--- src/rtl/fir_out_buffer.sv ---
`default_nettype none
// ============================================================================
// Module   : fir_out_buffer
// Purpose  : Output stage for a FIR filter. Requantises each 16-bit filter
//            sample (arithmetic right shift by SHIFT, optional round-half-up,
//            clamp to OUT_W signed bits), discards the first WARMUP samples
//            after reset while the filter pipeline fills, and buffers the
//            results in a DEPTH-entry FIFO behind a valid/ready interface.
// Config   : define FIR_OUT_ROUND_EN to add 2^(SHIFT-1) before the shift
//            (round-half-up); leave undefined for truncation (floor).
// Ports    : clk      - rising-edge clock
//            rst      - asynchronous active-high reset
//            en       - yn is valid this cycle
//            yn       - signed FIR output sample (16 bit)
//            m_data   - signed requantised FIFO head (0 when m_valid=0)
//            m_valid  - FIFO not empty
//            m_ready  - downstream accepts m_data this cycle
//            fill     - FIFO occupancy (0..DEPTH)
//            ovf_cnt  - samples dropped on full, saturates at 16'hFFFF
//            sat_flag - sticky: a stored sample was clamped
//            sat_clr  - synchronous clear of sat_flag (a same-cycle set wins)
// Revision : 1.0 - initial release
// ============================================================================
module fir_out_buffer #(
   parameter int DEPTH  = 8,
   parameter int SHIFT  = 2,
   parameter int OUT_W  = 12,
   parameter int WARMUP = 17
) (
   input  logic                       clk,
   input  logic                       rst,
   input  logic                       en,
   input  logic signed [15:0]         yn,
   output logic signed [OUT_W-1:0]    m_data,
   output logic                       m_valid,
   input  logic                       m_ready,
   output logic [$clog2(DEPTH):0]     fill,
   output logic [15:0]                ovf_cnt,
   output logic                       sat_flag,
   input  logic                       sat_clr
);

   localparam int AW = $clog2(DEPTH);

`ifdef FIR_OUT_ROUND_EN
   // The inner conditional keeps the shift amount non-negative when SHIFT=0.
   localparam int RND = (SHIFT > 0) ? (1 << ((SHIFT > 0) ? (SHIFT - 1) : 0)) : 0;
`else
   localparam int RND = 0;
`endif

   localparam logic signed [16:0] RND17 = 17'(RND);
   localparam logic signed [16:0] QMAX  = 17'((1 << (OUT_W - 1)) - 1);
   localparam logic signed [16:0] QMIN  = 17'(-(1 << (OUT_W - 1)));
   localparam logic [AW:0]        FILL_ONE  = (AW + 1)'(1);
   localparam logic [AW:0]        FILL_FULL = (AW + 1)'(DEPTH);
   localparam logic [AW-1:0]      PTR_ONE   = AW'(1);
   localparam logic [7:0]         LAST_DISCARD = 8'(WARMUP - 1);

   typedef enum logic [0:0] {
      ST_WARMUP = 1'b0,
      ST_RUN    = 1'b1
   } state_t;

   localparam state_t START_STATE = (WARMUP == 0) ? ST_RUN : ST_WARMUP;

   // ------------------------------------------------------------------------
   // State
   // ------------------------------------------------------------------------
   state_t                    state_q;
   logic [7:0]                discard_q;
   logic [AW-1:0]             wr_ptr_q, wr_ptr_d;
   logic [AW-1:0]             rd_ptr_q, rd_ptr_d;
   logic [AW:0]               fill_q, fill_d;
   logic [15:0]               ovf_q, ovf_d;
   logic                      sat_q, sat_d;
   logic signed [OUT_W-1:0]   mem_q [DEPTH];

   // ------------------------------------------------------------------------
   // Requantisation
   // ------------------------------------------------------------------------
   logic signed [16:0]        w_sum;
   logic signed [16:0]        w_shift;
   logic                      w_over;
   logic                      w_under;
   logic signed [OUT_W-1:0]   w_qval;

   always_comb begin
      // 17 bits hold yn plus the rounding constant without wrapping.
      w_sum   = {yn[15], yn} + RND17;
      w_shift = w_sum >>> SHIFT;
      w_over  = (w_shift > QMAX);
      w_under = (w_shift < QMIN);
      if (w_over) begin
         w_qval = QMAX[OUT_W-1:0];
      end else if (w_under) begin
         w_qval = QMIN[OUT_W-1:0];
      end else begin
         w_qval = w_shift[OUT_W-1:0];
      end
   end

   // ------------------------------------------------------------------------
   // FIFO control
   // ------------------------------------------------------------------------
   logic w_valid;
   logic w_full;
   logic w_wr_req;
   logic w_pop;
   logic w_push;
   logic w_drop;

   always_comb begin
      w_valid  = (fill_q != '0);
      w_full   = (fill_q == FILL_FULL);
      w_wr_req = (state_q == ST_RUN) && en;
      // Pop only when data was already present; an empty FIFO ignores m_ready.
      w_pop    = w_valid && m_ready;
      // A full FIFO still accepts a write when the head leaves the same cycle.
      w_push   = w_wr_req && (!w_full || w_pop);
      w_drop   = w_wr_req && w_full && !w_pop;
   end

   always_comb begin
      wr_ptr_d = wr_ptr_q;
      rd_ptr_d = rd_ptr_q;
      fill_d   = fill_q;
      ovf_d    = ovf_q;
      sat_d    = sat_q;

      // Pointers wrap naturally because DEPTH is a power of two.
      if (w_push) begin
         wr_ptr_d = wr_ptr_q + PTR_ONE;
      end
      if (w_pop) begin
         rd_ptr_d = rd_ptr_q + PTR_ONE;
      end

      if (w_push && !w_pop) begin
         fill_d = fill_q + FILL_ONE;
      end else if (!w_push && w_pop) begin
         fill_d = fill_q - FILL_ONE;
      end

      if (w_drop && (ovf_q != 16'hFFFF)) begin
         ovf_d = ovf_q + 16'd1;
      end

      // Set has priority over clear so a clamp is never lost.
      if (w_push && (w_over || w_under)) begin
         sat_d = 1'b1;
      end else if (sat_clr) begin
         sat_d = 1'b0;
      end
   end

   // ------------------------------------------------------------------------
   // Warm-up / run state machine
   // ------------------------------------------------------------------------
   always_ff @(posedge clk or posedge rst) begin
      if (rst) begin
         state_q   <= START_STATE;
         discard_q <= 8'd0;
      end else begin
         case (state_q)
            ST_WARMUP: begin
               if (en) begin
                  discard_q <= discard_q + 8'd1;
                  // The WARMUP-th sample is still discarded; RUN starts after it.
                  if (discard_q == LAST_DISCARD) begin
                     state_q <= ST_RUN;
                  end
               end
            end
            ST_RUN: begin
               state_q <= ST_RUN;
            end
            default: begin
               state_q <= START_STATE;
            end
         endcase
      end
   end

   // ------------------------------------------------------------------------
   // FIFO registers
   // ------------------------------------------------------------------------
   always_ff @(posedge clk or posedge rst) begin
      if (rst) begin
         wr_ptr_q <= '0;
         rd_ptr_q <= '0;
         fill_q   <= '0;
         ovf_q    <= 16'd0;
         sat_q    <= 1'b0;
      end else begin
         wr_ptr_q <= wr_ptr_d;
         rd_ptr_q <= rd_ptr_d;
         fill_q   <= fill_d;
         ovf_q    <= ovf_d;
         sat_q    <= sat_d;
      end
   end

   // Storage needs no reset: contents are only visible while fill is non-zero.
   always_ff @(posedge clk) begin
      if (w_push) begin
         mem_q[wr_ptr_q] <= w_qval;
      end
   end

   // ------------------------------------------------------------------------
   // Outputs
   // ------------------------------------------------------------------------
   assign m_valid  = w_valid;
   assign m_data   = w_valid ? mem_q[rd_ptr_q] : '0;
   assign fill     = fill_q;
   assign ovf_cnt  = ovf_q;
   assign sat_flag = sat_q;

endmodule
`default_nettype wire
--- config.mk ---
export PLATFORM = sky130hd
export DESIGN_NAME = fir_out_buffer
export DESIGN_NICKNAME = d
export VERILOG_FILES = /design/src/rtl/fir_out_buffer.sv
export SDC_FILE = /design/constraint.sdc
export NUM_CORES = 1
export LEC_CHECK = 0
export BUFFER_PORTS_ARGS = -buffer_cell sky130_fd_sc_hd__buf_2
export CAP_MARGIN = 5
export CORE_MARGIN = 3
export CORE_UTILIZATION = 39
export CTS_CLUSTER_DIAMETER = 150
export DETAILED_ROUTE_END_ITERATION = 12
export RECOVER_POWER = 50
export SETUP_SLACK_MARGIN = 0.2
export SYNTH_ARGS = -nofsm -noshare
export SYNTH_HDL_FRONTEND = slang
export SYNTH_SLANG_ARGS = --single-unit
export TNS_END_PERCENT = 100
--- constraint.sdc ---
create_clock -name clk -period 3.05 [get_ports clk]
set_input_delay 0.1525 -clock clk [delete_from_list [all_inputs] [get_ports clk]]
set_output_delay 0.1525 -clock clk [all_outputs]
set_load 0.01 [all_outputs]
-- Yosys cells after proc, flatten, opt, wreduce, memory -nomap -nowiden
Memory sizes are Yosys's and may differ from the RTL's.
Cells that the tools add are included.
- register bits after elaboration: 36
- memory bits (writable): 96
- output and inout port bits: 34
- word-level logic and storage cells: 50
- memories kept: 1
- memory list (memory ; depth ; width ; read ports ; clocked after memory_dff ; wr ports ; line ; source):
    mem_q ; 8 ; 12 ; 1 ; 0 ; 1 ; 77 ; logic signed [OUT_W-1:0] mem_q [DEPTH];
- add/sub/neg operators: 6
- $lt $le $gt $ge: 2
- equality and inequality tests: 3
- multiplexer cells: 12
- bitwise logic cells: 1
- reductions and logical operators: 18
- operator list (cell ; count):
    12-bit 2-to-1 mux ; 3
    16-bit by 1-bit adder with 16-bit output, second input constant ; 1
    16-bit inequality test, second input constant ; 1
    14-bit by 12-bit > comparator with 1-bit output, second input constant ; 1
    14-bit by 12-bit < comparator with 1-bit output, second input constant ; 1
    1-bit logical AND ; 9
    8-bit by 1-bit adder with 8-bit output, second input constant ; 1
    8-bit by 5-bit == test with 1-bit output, second input constant ; 1
    4-bit 2-to-1 mux ; 2
    3-bit by 1-bit adder with 3-bit output, second input constant ; 2
    1-bit 2-to-1 mux ; 6
    4-bit by 1-bit adder with 4-bit output, second input constant ; 1
    4-bit == test, second input constant ; 1
    2-bit nonzero test ; 2
    4-bit nonzero test ; 1
    4-bit by 1-bit subtractor with 4-bit output, second input constant ; 1
    1-bit logical NOT ; 3
    1-bit logical OR ; 2
    1-bit one-hot mux with 2 select lines ; 1
    2-bit AND reduction ; 1
    1-bit inverter ; 1

-- Longest topological paths before layout
- depth in word-level cells: 8
- gate-level depth with buffers: 10
- depth with buffers taken out: 10

-- Least setup slack after synthesis
No wires, ideal clock.
- kind: register to register
- start point: register fill_q[0] (netlist: fill[0])
- end point: memory mem_q[4][0], enable pin
- setup time: 417 ps
- arrival: 2227 ps
- setup slack: 406 ps
- stages on the path, launching flop included: 4
- cells stage by stage: dfrtp_1 nor3_2 a21o_1 nor4b_1
- longest elaborated chain between the ends: 6
- elaborated cells between the ends (all ways): 8
- those cells by class: eq/ne: 1; mux: 2; reduce/logical: 5
- ends and longest elaborated chain (item ; line ; source):
    start: declaration ; 74 ; logic [AW:0] fill_q, fill_d;
    start signal: assignment ; 198 ; fill_q <= fill_d;
    4-bit == test / 4-bit nonzero test (equally long branches) ; 115, 114 ;
    1-bit logical NOT / 1-bit logical AND (equally long branches) ; 120, 118 ;
    1-bit logical OR * ; 120 ; w_push = w_wr_req && (!w_full || w_pop);
    1-bit logical AND * ; 120 ;
    1-bit 2-to-1 mux * ; 206 ; if (w_push) begin
    1-bit 2-to-1 mux (not written as such) * ; 207 ; mem_q[wr_ptr_q] <= w_qval;
    end: declaration ; 77 ;
Mark *: on every way between the ends. The rest lies on a longest branch, timed or not.

-- Final worst setup path
- start point: register fill_q[0] (netlist: fill[0])
- end point: register fill_q[3] (netlist: fill[3])
- longest elaborated chain between the ends: 7
- elaborated cells between the ends (all ways): 15
- those cells by class: add/sub: 2; eq/ne: 1; mux: 2; reduce/logical: 10
- ends and longest elaborated chain (item ; line ; source):
    4-bit == test / 4-bit nonzero test (equally long branches) ; 115, 114 ;
    1-bit logical NOT / 1-bit logical AND (equally long branches) ; 120, 118 ;
    1-bit logical OR * ; 120 ;
    1-bit logical AND * ; 120 ;
    via w_push ; 110 ; logic w_push;
    1-bit logical NOT ; 141 ; end else if (!w_push && w_pop) begin
    1-bit logical AND ; 141 ;
    2-bit nonzero test (no source line) ; -- ;
Mark *: on every way through the listed nets, which the timed path passes. The rest lies on a longest branch. The select of a mux whose other input is x is not followed.
A chain may end at the register's enable or synchronous reset.

==> impl_metrics.yaml <==
timing:
  min_period_ns: 2.60
  setup_violations: 0
  hold-worst-slack_ns: 0.0514
  slew_viol_final: 37
  clock_skew_ns: 0.00961
  rsz0062_at_grt: "false"
  max_slew_margin_pct: -30.5
  finalHoldViolations: 0
  tightestPinTransition_ns: 1.96
  post-route-period-util_pct: 85.3
  finalSetupTns_ns: 0
  fmax_ghz: 0.384
synthesis:
  synth.yosys.seq_area_share_pct: 65.8
  yosys.area.top_type: "edfxtp_1"
  synth-simple-area-share_pct: 11.6
  synthMuxAreaShare_pct: 12.5
  syn_avg_cell_area_um2: 14.9
  synthAdderAreaFrac_pct: 2.09
  synth.area.top_cells: "edfxtp_1 50%, dfrtp_1 16%, mux4_2 9.4%"
  synth_top_family_by_area: "multiplexers"
  synthesis.area_um2: 5750
  syn_inst: 387
  synth_top_area_share_pct: 50.1
  yosysWarnings: 0
  synth_edf_count: 96
  yosys_register_bits: 132
  syn_nets: 417
  synth-compound-area-share_pct: 2.04
  synthFlopType: "edfxtp_1"
  synth_xor_xnor_area_share_pct: 4.11
  synthArstFlopShare_pct: 27.3
  synth.distinct_cells: 40
grt:
  grt_pass1_wl_um: 18400
  gr-usage-all-layers_pct: 14.9
  grt_pass1_vias: 3359
  grt_max_degree: 37
  gr-total-overflow: 0
  antenna_found_initial: 0
floorplan:
  dieArea_um2: 16200
  rows: 43
  initial_core_util_pct: 40.7
  die_width_um: 127
  boundaryPins: 55
  die_y_um: 127
  core_um2: 14100
clock_network:
  path_clk_slew_ns: 0.06
  clockRootBuffer: "clkbuf_16"
  cts.sinks: 132
  cts_buffer_depth: 2
  h-tree-depth: 4
  cts_tree: "done"
  clk_latency_ns: 0.40
  cts_made_buffers: 17
  post-cts-setup-buffers: 0
finish:
  postLayoutCellArea_um2: 6900
  final_cells: 649
  diodes: 0
  area_growth_pct: 19.9
  final_nets: 486
  final_cell_mix: "96 x edfxtp_1, 50 x nor2_1, 36 x dfrtp_1"
  drive_gt1_share_pct: 26.0
  utilization_pct: 48.7
  final_common_cell: "edfxtp_1"
drt:
  drc: 0
  final_antenna_net_count: 0
  drt-total-wl_um: 11400
  drt_iter0_markers: 281
  dr.pass1.iters: 4
  dr_total_vias: 3358
  wl_per_cell_um: 17.6
  viasPerCell: 5.17
placement:
  place_hpwl_um: 7270
  place_inst: 615
  dpl_cell_area_um2: 6300
  place.gp.congestion: 0.733
  port_buffers: 52
pwr:
  leakage_nw: 2.68
  p_per_area_nw_per_um2: 866
  vdd_ir_drop_max_mv: 0.464
worst_setup_path:
  r2r_end: "fill[3]$_DFFE_PP0P_"
  critPathKind: "flop to flop"
  rrSetupSlack_ns: 0.45
  worstRegToRegCells: 10
  crit_chain: "nor3_2, a21o_2, inv_1, ha_1, inv_1, ha_1, a21o_1, a21oi_1, mux2i_1, xnor2_1"
  reg2reg_from: "fill[0]$_DFFE_PP0P_"
  critPathSlowestCell: "dfrtp_1"
  crit_arrival_ns: 2.93
  start_kind: "flop"
  path_max_fanout: 7
  end_kind: "flop"
  cpPeakStageDelay_ns: 0.47
  worstPathRequired_ns: 3.37
worst_hold_path:
  hold_path_depth: 3
  hold_start: "m_ready"
  worstHoldEndpoint: "rd_ptr_q[2]$_DFFE_PP0N_"
  hold_class: "input pin to flop"
run_status:
  outcome: "finished, violations left"
  violations: "capacitance limit, slew limit"
job:
  max-cap-violations: 1
[layout make-up]
cell class              instances  area [um2]
inverters                       8        30.0
flip-flops and latches        132        3780
clock buffers                  17         425
fillers                      1229        7250
clock inverters                15         169
well taps                     180         225
repair buffers                 68         360
multi-input cells             229        1900
[worst max-delay path: cells and delay by family (launching register included)]
family,cells,cell delay (ns)
compound gates,3,0.63
xor+xnor,1,0.14
fa+ha+maj,2,0.48
buf+inv,2,0.27
flops,1,0.47
mux,1,0.24
simple gates,1,0.29
[metrics by stage]
stage	power [W]	setup WS, ns
2_1_floorplan	0.00351	0.406
4_1_cts	0.00606	0.313
3_3_place_gp	0.00401	0.397
5_1_grt	0.00631	0.233
3_5_place_dp	0.00404	0.326
6_report	0.00597	0.449
[metal layers]
layer	track usage (%)	vias up	share of wire (%)
li1	-	1582	-
met1	19.1	1719	44
met3	3.80	7	4.0
met2	25.2	50	52
met5	0	-	0
met4	4.23	0	0.97
[worst max-delay path by stage]
stage | from | endpoint | depth (start not counted)
finish | fill[0]$_DFFE_PP0P_ | fill[3]$_DFFE_PP0P_ | 10
global route | fill[0]$_DFFE_PP0P_ | fill[3]$_DFFE_PP0P_ | 10
CTS | fill[0]$_DFFE_PP0P_ | fill[3]$_DFFE_PP0P_ | 10
detailed placement | fill[0]$_DFFE_PP0P_ | fill[3]$_DFFE_PP0P_ | 10
global placement | fill[0]$_DFFE_PP0P_ | fill[3]$_DFFE_PP0P_ | 10
floorplan | fill[0]$_DFFE_PP0P_ | mem_q[4][0]$_DFFE_PP_ | 3
[cells by family (layout without fill, tap and decap cells)]
| group | after synthesis | count (layout) |
|---|---|---|
| multiplexers | 41 | 41 |
| AO/OA/AOI/OAI | 20 | 20 |
| AND/OR/NAND/NOR | 132 | 132 |
| buffers and inverters | 26 | 108 |
| XOR/XNOR | 27 | 27 |
| flip-flops | 132 | 132 |
| adder cells (fa/ha/maj) | 9 | 9 |
[registers in the layout, summed over array words and instances (netlist names)]
name and flops:
wr_ptr_q 3, ovf_cnt 16, sat_flag 1, fill 4
mem_q 96, state_q 1, rd_ptr_q 3, discard_q 8
[cells in the mapped netlist (4+ instances only)]
cell type   n
a21oi_1    12
and4_1      5
buf_1       4
clkbuf_1    9
dfrtp_1    36
edfxtp_1   96
ha_1        8
inv_1       8
mux2i_1    13
mux4_2     24
nand2_1    31
nand3_1    10
nor2_1     50
nor3_1     11
nor4_1      6
xnor2_1    13
xor2_1     14
[power by group]
part | internal [W] | switching, W | total, W
Clock | 0.00122 | 0.000788 | 0.00201
Combinational | 0.000787 | 0.000764 | 0.00155
Sequential | 0.00215 | 0.000260 | 0.00241
[timing repair]
action | CTS | global route
endpoints found under the hold margin | 37 | 0
gates resized for setup | 0 | 1
hold buffers | 2 | 0
setup endpoints to repair | 0 | 1
(Power assumes the default switching activity.)
